File: config.mk
export PLATFORM = sky130hd
export DESIGN_NAME = pam4_symbol_source
export DESIGN_NICKNAME = d
export VERILOG_FILES = /design/src/rtl/pam4_symbol_source.sv
export SDC_FILE = /design/constraint.sdc
export NUM_CORES = 1
export LEC_CHECK = 0
export ABC_AREA = 1
export CAP_MARGIN = 20
export CORE_MARGIN = 2
export CORE_UTILIZATION = 50
export CTS_CLUSTER_SIZE = 24
export DETAILED_ROUTE_END_ITERATION = 12
export PLACE_DENSITY_LB_ADDON = 0.1
export SYNTH_ARGS = -nofsm -noshare
export SYNTH_HDL_FRONTEND = slang
export SYNTH_SLANG_ARGS = --single-unit
File: constraint.sdc
create_clock -name clk -period 5.2 [get_ports clk]
set_clock_uncertainty 0.15 [all_clocks]
set_input_delay 0.52 -clock clk [delete_from_list [all_inputs] [get_ports clk]]
set_output_delay 0.52 -clock clk [all_outputs]
set_load 0.02 [all_outputs]
File: src/rtl/pam4_symbol_source.sv
// PAM-4 symbol source: PRBS bits, optional Gray map, signed levels.
// Emits a strobed symbol stream with programmable spacing and burst length.
module pam4_symbol_source #(
  parameter int SIGNAL_RESOLUTION = 8,
  parameter int SYMBOL_SEPERATION = 56,
  parameter int PRBS_ORDER = 7,
  parameter logic [PRBS_ORDER-1:0] PRBS_SEED = '1
) (
  input  logic                                clk,
  input  logic                                rstn,
  input  logic                                start,
  input  logic                                stop,
  input  logic [31:0]                         num_symbols,
  input  logic [7:0]                          interval,
  input  logic                                gray_en,
  output logic signed [SIGNAL_RESOLUTION-1:0] signal_out,
  output logic                                signal_out_valid,
  output logic [1:0]                          symbol_idx,
  output logic                                busy,
  output logic                                done
);

  localparam int W = SIGNAL_RESOLUTION;
  localparam int S = SYMBOL_SEPERATION;
  localparam int N = PRBS_ORDER;
  localparam int TAP = (N == 7) ? 5 : (N == 15) ? 13 : 27;

  localparam logic signed [W-1:0] LV0 = W'(-(3 * S) / 2);
  localparam logic signed [W-1:0] LV1 = W'(-S / 2);
  localparam logic signed [W-1:0] LV2 = W'(S / 2);
  localparam logic signed [W-1:0] LV3 = W'((3 * S) / 2);

  typedef enum logic [1:0] {
    IDLE,
    RUN,
    DONE
  } state_t;

  state_t state_q, state_d;

  logic [N-1:0]  lfsr_q;
  logic [N-1:0]  s1;
  logic [N-1:0]  s2;
  logic [31:0]   cnt_q;
  logic [31:0]   num_q;
  logic [7:0]    icnt_q;
  logic [7:0]    intv_q;
  logic          gray_q;
  logic          emit;
  logic          load;
  logic [1:0]    idx_d;
  logic signed [W-1:0] lvl_d;

  function automatic logic [N-1:0] step(
    input logic [N-1:0] s
  );
    step = {s[N-2:0], s[N-1] ^ s[TAP]};
  endfunction

  // Two LFSR steps per symbol: first new bit is the MSB.
  always_comb begin
    s1 = step(lfsr_q);
    s2 = step(s1);
    idx_d = gray_q ? {s1[0], s1[0] ^ s2[0]}
                   : {s1[0], s2[0]};
  end

  always_comb begin
    lvl_d = LV0;
    unique case (idx_d)
      2'd0: lvl_d = LV0;
      2'd1: lvl_d = LV1;
      2'd2: lvl_d = LV2;
      2'd3: lvl_d = LV3;
      default: lvl_d = LV0;
    endcase
  end

  always_comb begin
    state_d = state_q;
    emit = 1'b0;
    load = 1'b0;
    unique case (state_q)
      IDLE: begin
        if (start && !stop) begin
          state_d = RUN;
          load = 1'b1;
        end
      end
      RUN: begin
        if (stop) begin
          state_d = IDLE;
        end else if (icnt_q == 8'd0) begin
          emit = 1'b1;
          if (num_q != 32'd0 &&
              cnt_q + 32'd1 == num_q)
            state_d = DONE;
        end
      end
      DONE: state_d = IDLE;
      default: state_d = IDLE;
    endcase
  end

  always_ff @(posedge clk or negedge rstn) begin
    if (!rstn) begin
      state_q <= IDLE;
      lfsr_q <= PRBS_SEED;
      cnt_q <= '0;
      icnt_q <= '0;
      num_q <= '0;
      intv_q <= '0;
      gray_q <= 1'b0;
      signal_out <= '0;
      symbol_idx <= '0;
      signal_out_valid <= 1'b0;
      busy <= 1'b0;
      done <= 1'b0;
    end else begin
      state_q <= state_d;
      signal_out_valid <= emit;
      busy <= (state_d == RUN) || emit;
      done <= (state_q == DONE);
      if (load) begin
        lfsr_q <= PRBS_SEED;
        cnt_q <= '0;
        icnt_q <= '0;
        num_q <= num_symbols;
        intv_q <= interval;
        gray_q <= gray_en;
      end else if (state_q == RUN && !stop) begin
        icnt_q <= (icnt_q == intv_q) ? 8'd0
                                     : icnt_q + 8'd1;
      end
      if (emit) begin
        lfsr_q <= s2;
        cnt_q <= cnt_q + 32'd1;
        signal_out <= lvl_d;
        symbol_idx <= idx_d;
      end
    end
  end

endmodule

==> flow_metrics.py, run 1 <==
metrics = {
    "worst_setup_path": {
        "rr_endpoint": "cnt_q[18]",
        "r2r_cells": 9,
        "endpoint_kind": "flip-flop",
        "worstPathRequired_ns": 5.32,
        "r2r_start": "icnt_q[0]",
        "startpoint_type": "input port",
        "cp.arrival_ns": 2.90,
        "r2r_slack_ns": 2.44,
        "critPathMaxFanout": 19,
        "worstSetupPathType": "in -> reg",
    },
    "floorplanning": {
        "die_w_um": 111,
        "die_h_um": 111,
        "dieArea_um2": 12200,
        "start_util_pct": 51.8,
        "core-area_um2": 11000,
        "ios": 58,
        "num_rows": 38,
    },
    "grt": {
        "grt.overflow.total": 0,
        "grt_antenna_before_repair": 0,
        "grt_max_degree": 63,
        "grt_use_total_pct": 24.2,
        "grt_pass1_vias": 4972,
        "grt_pass1_wl_um": 24100,
    },
    "synthesis": {
        "ys.flop_type": "dfrtp_1",
        "synth_edf_count": 0,
        "syn_inst": 775,
        "yosysWarnings": 0,
        "async_flop_share_pct": 100,
        "ys_seq_area_share_pct": 44.1,
        "syn_area_um2": 5690,
        "synth-seq-cells": 100,
        "synth.avg_cell_area_um2": 7.34,
        "ys_types": 38,
    },
    "routing": {
        "viasPerCell": 5.21,
        "ant_nets": 0,
        "vias": 5069,
        "drt_iter0_drc": 261,
        "wirelength_um": 14000,
        "dr.pass1.iters": 5,
        "drc": 0,
        "wire_per_inst_um": 14.4,
    },
    "clocking": {
        "insertion_delay_ns": 0.35,
        "cts_buffers": 9,
        "post_cts_resized": 0,
        "cts_tree": "built",
        "cts_setup_buffers": 0,
        "htree_levels": 3,
        "root_buffer": "clkbuf_16",
        "hold_buffers": 0,
        "cts_sinks": 100,
        "cts.reportedPaths.clkPinSlew_ns": 0.07,
        "clockBufferDepth": 2,
    },
    "run": {
        "cap_violations": 0,
    },
    "placement": {
        "dpl.hpwl_um": 10400,
        "placed_cells": 956,
        "gp_congestion": 0.952,
        "portBuffers": 55,
        "post_dp_cell_area_um2": 6380,
    },
    "final_layout": {
        "drive_above_1_share_pct": 6.36,
        "finalNonFillerCells": 973,
        "fillers": 1014,
        "final_nets": 876,
        "final_area_um2": 6720,
        "antenna-diode-count": 0,
        "final_common_cell": "nand2_1",
        "mostFrequentLayoutCells": "nand2_1, dfrtp_1, inv_1",
        "area_growth_pct": 18.1,
    },
    "power": {
        "p_leak_nw": 3.12,
        "ir_drop_v": 0.000374,
        "p_per_area_nw_per_um2": 331,
    },
    "timing": {
        "rsz0062_at_grt": "no",
        "max_slew_margin_pct": 49.9,
        "fin_crit_sh_pct": 53.4,
        "tns_ns": 0,
        "min_period_ns": 2.78,
        "finalHoldViolations": 0,
        "fmax_mhz": 360,
        "slew_viol_final": 0,
        "worstMarginPinSlew_ns": 0.750,
        "setup_viol": 0,
    },
    "run_status": {
        "status": "finished, final reports clean",
    },
    "hold_path": {
        "min_path_type": "in -> async",
    },
}
==> sequential cells by signal (all words and copies together), names as in the netlist <==
signal,cells
gray_q,1
intv_q,8
icnt_q,8
num_q,32
signal_out,5
cnt_q,32
done,1
busy,1
signal_out_valid,1
state_q,2
symbol_idx,2
lfsr_q,7
==> report_power, final <==
part	internal [mW]	switching [mW]
sequential	0.897	0.110
combinational	0.227	0.269
clock	0.387	0.331
==> cells in the mapped netlist, types with 6 or more instances <==
cell type	n	area, µm²
nor2_1	79	297
dfstp_2	7	184
o21ai_0	38	190
nand3b_1	8	60.1
inv_1	86	323
nand3_1	57	285
nand4_1	6	37.5
nor2_4	7	78.8
xnor2_1	13	114
o22ai_1	24	150
dfrtp_1	93	2330
clkbuf_1	12	45.0
nor2_2	6	37.5
xor2_1	12	105
nand2_1	283	1060
==> kinds of logic (layout without fill, tap and decap cells) <==
family	Yosys count	after routing	synth area share, %
and+or+nand+nor	461	461	35.1
buffers and inverters	108	165	7.41
DFF	100	100	44.1
AOI/OAI and AO/OA	73	73	7.17
xor gates and xnor gates	29	29	5.43
adders and majority gates	3	3	0.660
other	1	2	0.0659
==> worst max path at each step <==
stage                   start         end  slack, ns  depth (start not counted)
finish                   stop   cnt_q[18]       2.42                          9
global route        icnt_q[0]   cnt_q[31]       2.23                          9
CTS                 icnt_q[0]   cnt_q[22]       2.39                          9
detailed placement       stop   cnt_q[22]       2.05                          9
global placement         stop   lfsr_q[1]       1.78                          9
floorplan            cnt_q[0]  state_q[0]       3.15                         16
==> layout make-up <==
type                            count  area, µm²  area share, %
Clock inverter                      7       90.1           1.34
Clock buffer                        9        225           3.35
Tap cell                          140        175           2.61
Inverter                           89        334           4.97
Timing Repair Buffer               60        626           9.31
Sequential cell                   100       2510           37.4
Multi-Input combinational cell    568       2760           41.1
==> through the flow <==
stage	util, %	worst slack, ns	power [mW]	hold WS [ns]
floorplan	-	3.15	1.31	0.0744
global placement	57.8	1.78	1.50	0.312
detailed placement	58.1	2.05	1.51	0.303
CTS	60.9	2.39	2.24	0.0446
global route	61.2	2.23	2.35	0.0804
finish	61.2	2.42	2.22	0.0233
==> metal layers <==
metal	up-vias	routed length, µm	track usage (%)
li1	2543	-	-
met1	2397	6560	33.0
met2	116	6640	39.1
met3	13	668	6.23
met4	0	172	5.25
met5	-	0	0
==> critical path, cell delays in order <==
cell and delay [ns]:
clkdlybuf4s50_1 0.54, nor2_2 0.09, inv_1 0.09, nor2_2 0.04
buf_4 0.21, nor2_1 0.24, clkinv_1 0.59, buf_16 0.39
o21ai_0 0.17
No activity file was read; power rests on OpenSTA's default activity.
==> run 2, diff against run 1 <==
==> constraint.sdc (replaced) <==
create_clock -name clk -period 2.25 [get_ports clk]
set_clock_uncertainty 0.15 [all_clocks]
set_input_delay 0.225 -clock clk [delete_from_list [all_inputs] [get_ports clk]]
set_output_delay 0.225 -clock clk [all_outputs]
set_load 0.02 [all_outputs]
==> flow_metrics.py, run 2 (synthesis results as in run 1) <==
metrics = {
    "clocking": {
        "cts.reportedPaths.clkPinSlew_ns": 0.08,
        "cts_sinks": 100,
        "root_buffer": "clkbuf_16",
        "insertion_delay_ns": 0.37,
        "cts_tree": "built",
        "clockBufferDepth": 2,
        "htree_levels": 3,
        "cts_buffers": 9,
    },
    "final_layout": {
        "mostFrequentLayoutCells": "nand2_1, dfrtp_1, inv_1",
        "fillers": 999,
        "final_nets": 922,
        "antenna-diode-count": 0,
        "drive_above_1_share_pct": 13.8,
        "area_growth_pct": 25.5,
        "final_area_um2": 7140,
        "final_common_cell": "nand2_1",
        "reg_top3": "cnt_q: 32 flops, num_q: 32 flops",
    },
    "power": {
        "ir_drop_v": 0.000687,
        "p_per_area_nw_per_um2": 721,
        "p_sw_mw": 1.70,
        "p_int_mw": 3.45,
        "combPwrFrac_pct": 25.0,
        "swShare_pct": 33.0,
        "clockPowerShare_pct": 30.4,
        "seq_power_share_pct": 44.6,
        "p_leak_nw": 3.36,
    },
    "timing": {
        "setup_slack_ns": -0.0252,
        "fmax_mhz": 440,
        "fin_crit_sh_pct": 101,
        "setup_viol": 1,
        "rsz0062_at_grt": "yes",
        "finalHoldViolations": 0,
        "min_period_ns": 2.28,
        "whs_ns": 0.218,
        "slew_viol_final": 0,
    },
    "worst_setup_path": {
        "startpoint_type": "flip-flop",
        "worstPathRequired_ns": 2.37,
        "endpoint_kind": "flip-flop",
        "cp.arrival_ns": 2.39,
        "critPathMaxFanout": 8,
        "worstSetupPathType": "reg -> reg",
    },
    "grt": {
        "grt_use_total_pct": 26.0,
        "grtUsageMet1_pct": 36.1,
        "grt_util_met3_pct": 5.96,
        "grtUsageMet2_pct": 40.4,
        "grt_antenna_before_repair": 0,
        "grt.overflow.total": 0,
        "grt_max_degree": 40,
        "grt_pass1_wl_um": 25400,
        "grt-busiest-layer": "met2",
        "grt_pass1_vias": 5170,
    },
    "run_status": {
        "status": "complete, but fails checks",
        "failed_checks": "negative setup slack",
    },
    "run": {
        "cap_violations": 0,
    },
    "routing": {
        "ant_nets": 0,
        "drt_iter0_drc": 296,
        "wire_per_inst_um": 15.1,
        "wirelength_um": 15400,
        "viasPerCell": 5.17,
        "dr.pass1.iters": 5,
        "drc": 0,
        "vias": 5267,
    },
    "floorplanning": {
        "core-area_um2": 11000,
        "ios": 58,
        "start_util_pct": 51.8,
        "die_w_um": 111,
        "num_rows": 38,
        "dieArea_um2": 12200,
        "die_h_um": 111,
    },
    "placement": {
        "gp_congestion": 0.957,
        "portBuffers": 55,
        "dpl.hpwl_um": 11600,
        "post_dp_cell_area_um2": 6650,
    },
    "hold_path": {
        "min_path_type": "in -> async",
    },
}
[run 2: area by class of cell]
class | count | area (µm²) | share of cell area, %
Sequential cell | 100 | 2520 | 35.3
Clock buffer | 9 | 225 | 3.16
Multi-Input combinational cell | 568 | 2840 | 39.8
Tap cell | 140 | 175 | 2.45
Timing Repair Buffer | 106 | 977 | 13.7
Inverter | 89 | 334 | 4.68
Clock inverter | 7 | 70.1 | 0.982
[run 2: stage by stage]
step	TNS, ns	setup WS [ns]	std cells	power (mW)	util (%)
final	-0.0252	-0.0252	1019	5.14	65.0
after floorplan	0	0.203	776	3.03	-
after detailed placement	-0.0339	-0.0339	992	3.57	60.6
after global placement	0	0.0217	992	3.55	60.6
after global routing	-0.318	-0.190	1019	5.43	65.0
after CTS	-0.0208	-0.0208	1010	5.17	63.8
[run 2: what timing repair did]
item / in CTS / in global routing
endpoints found under the setup margin: 2 / 7
endpoints found under the hold margin: 26 / 0
resized for setup: 11 / 22
pin swaps: 7 / 11
hold buffers: 1 / 0
buffers inserted: 1 / 9
[run 2: worst paths after layout]
check,slack [ns],startpoint,depth (start not counted),to
min,0.22,rstn,2,cnt_q[15]
max reg2reg,-0.03,cnt_q[0],18,state_q[0]
min reg2reg,0.33,signal_out[2],1,signal_out[2]
max,-0.03,cnt_q[0],18,state_q[0]
min in group clk,0.25,num_symbols[0],3,num_q[0]
max in group asynchronous,1.13,rstn,3,cnt_q[17]
[run 2: critical path, cell delays in order, from the launching register on]
cell	delay, ns
dfrtp_1	0.35
buf_4	0.12
ha_4	0.14
nand2_4	0.07
nor2_8	0.17
nand2_4	0.09
nor2_4	0.19
buf_6	0.12
nand2_1	0.04
nand2_1	0.07
nand2_1	0.07
nand2_1	0.08
nand2_1	0.06
nor2_1	0.09
nand2_1	0.07
nor2_2	0.10
nand4_1	0.09
nand2_1	0.07
inv_1	0.03
[run 2: per-layer routing]
metal	wire length, µm	part of all wire, %	up-vias
met2	6970	45	142
li1	-	-	2636
met3	887	5.8	27
met4	340	2.2	0
met1	7180	47	2462
met5	0	0	-
[run 2: power groups by stage]
stage	registers, mW	clock network, mW	logic (mW)
floorplan	2.35	0	0.680
global placement	2.32	0	1.23
detailed placement	2.32	0	1.25
CTS	2.30	1.60	1.27
global route	2.33	1.67	1.43
finish	2.30	1.56	1.28
==> run 3, diff against run 2 <==
--- a/config.mk
+++ b/config.mk
@@ -11,7 +11,9 @@
 export CORE_UTILIZATION = 50
 export CTS_CLUSTER_SIZE = 24
 export DETAILED_ROUTE_END_ITERATION = 12
+export DONT_BUFFER_PORTS = 1
 export PLACE_DENSITY_LB_ADDON = 0.1
 export SYNTH_ARGS = -nofsm -noshare
 export SYNTH_HDL_FRONTEND = slang
 export SYNTH_SLANG_ARGS = --single-unit
+export TNS_END_PERCENT = 100
==> flow_metrics.py, run 3 (synthesis results as in run 1) <==
metrics = {
    "worst_setup_path": {
        "r2r_start": "cnt_q[1]",
        "worstPathRequired_ns": 2.36,
        "rr_endpoint": "state_q[0]",
        "cp.arrival_ns": 2.41,
        "setup.worst_path.end": "state_q[0]",
        "startpoint_type": "flip-flop",
        "worstSetupPathType": "reg -> reg",
        "endpoint_kind": "flip-flop",
        "r2r_cells": 13,
        "critPathMaxFanout": 2,
        "r2r_slack_ns": -0.04,
        "crit_start": "cnt_q[1]",
    },
    "grt": {
        "grt_util_met3_pct": 5.90,
        "grt_antenna_before_repair": 0,
        "grtUsageMet2_pct": 42.0,
        "grt_pass1_wl_um": 25200,
        "grt_max_degree": 101,
        "grt_use_total_pct": 25.8,
        "grt.overflow.total": 0,
        "grt-busiest-layer": "met2",
        "grtUsageMet1_pct": 35.0,
        "grt_pass1_vias": 5198,
    },
    "routing": {
        "vias": 5170,
        "wirelength_um": 15000,
        "viasPerCell": 5.22,
        "wire_per_inst_um": 15.1,
        "ant_nets": 0,
        "dr.pass1.iters": 5,
        "drc": 0,
        "drt_iter0_drc": 314,
    },
    "clocking": {
        "insertion_delay_ns": 0.36,
        "clockBufferDepth": 2,
        "hold_buffers": 42,
        "htree_levels": 3,
        "cts_tree": "built",
        "root_buffer": "clkbuf_16",
        "cts_buffers": 9,
        "cts.reportedPaths.clkPinSlew_ns": 0.07,
        "cts_sinks": 100,
    },
    "power": {
        "ir_drop_v": 0.000816,
        "finalPower_mw": 4.94,
        "p_leak_nw": 3.23,
        "p_per_area_nw_per_um2": 723,
    },
    "timing": {
        "fin_crit_sh_pct": 102,
        "worstMarginPinSlew_ns": 0.727,
        "rsz0062_at_grt": "yes",
        "finalHoldViolations": 100,
        "whs_ns": -0.600,
        "fmax_mhz": 436,
        "setup_slack_ns": -0.0447,
        "setup_viol": 1,
        "slew_viol_final": 0,
        "min_period_ns": 2.29,
        "max_slew_margin_pct": 51.5,
    },
    "final_layout": {
        "drive_above_1_share_pct": 11.2,
        "final_nets": 894,
        "fillers": 964,
        "reg_top3": "cnt_q: 32 flops, num_q: 32 flops",
        "final_common_cell": "nand2_1",
        "area_growth_pct": 20.2,
        "finalNonFillerCells": 991,
        "mostFrequentLayoutCells": "nand2_1, dfrtp_1, inv_1",
        "antenna-diode-count": 0,
        "final_area_um2": 6840,
    },
    "placement": {
        "gp_congestion": 0.969,
        "portBuffers": 0,
        "placed_cells": 923,
        "pre_cts_ws_ns": -0.125,
        "post_dp_cell_area_um2": 5970,
        "dpl.hpwl_um": 10900,
    },
    "floorplanning": {
        "dieArea_um2": 12200,
        "ios": 58,
        "die_w_um": 111,
        "core-area_um2": 11000,
        "num_rows": 38,
        "start_util_pct": 51.8,
        "die_h_um": 111,
    },
    "run_status": {
        "failed_checks": "negative hold slack, negative setup slack",
        "status": "complete, but fails checks",
    },
    "run": {
        "cap_violations": 0,
    },
    "hold_path": {
        "min_path_type": "in -> async",
    },
}
run 3: worst min-delay path by stage:
stage,from,end,slack [ns]
5_1_grt,rstn,cnt_q[11],-0.61
3_5_place_dp,rstn,num_q[11],-0.22
2_1_floorplan,rstn,busy,-0.22
6_report,rstn,cnt_q[11],-0.60
4_1_cts,rstn,cnt_q[28],-0.61
3_3_place_gp,rstn,num_q[11],-0.22
run 3: where the power goes:
part	switching, mW	internal (mW)	total (mW)
clock network	0.700	0.901	1.60
registers	0.331	2.07	2.40
logic	0.511	0.424	0.935
total	1.54	3.40	4.94
run 3: final cells by class:
type | count | area [µm²] | area share, %
flip-flops and latches | 100 | 2510 | 36.7
well taps | 140 | 175 | 2.56
inverters | 89 | 334 | 4.89
clock buffers | 12 | 246 | 3.60
multi-input cells | 568 | 2810 | 41.1
repair buffers | 78 | 707 | 10.3
clock inverters | 4 | 56.3 | 0.823
run 3: stage by stage:
stage | setup TNS, ns | hold WS (ns) | util, %
6_report | -0.0447 | -0.600 | 62.3
5_1_grt | -0.490 | -0.611 | 62.3
4_1_cts | 0 | -0.606 | 61.8
3_5_place_dp | -0.177 | -0.217 | 54.4
3_3_place_gp | -0.0855 | -0.217 | 54.4
2_1_floorplan | 0 | -0.221 | -
run 3: repair_timing:
item / in CTS / in global routing
resized for setup: 9 / 8
setup endpoints to repair: 2 / 14
pin swaps: 4 / 12
setup buffers: 6 / 4
hold endpoints to repair: 143 / 100
run 3: worst max-delay path, cell delays in order (launching register included):
cell,delay [ns]
dfrtp_1,0.39
ha_2,0.30
xnor2_1,0.16
nand2_1,0.07
nor2_1,0.16
nand3b_1,0.11
nor2_2,0.17
nand3_1,0.13
nor2_2,0.12
nand2_1,0.09
nor2_2,0.12
nand4_1,0.09
nand2_1,0.09
inv_1,0.04
run 3: per-layer routing:
layer	wire length (µm)	share of wire (%)
met1	6940	46
met2	7040	47
met3	821	5.5
met4	184	1.2
met5	0	0
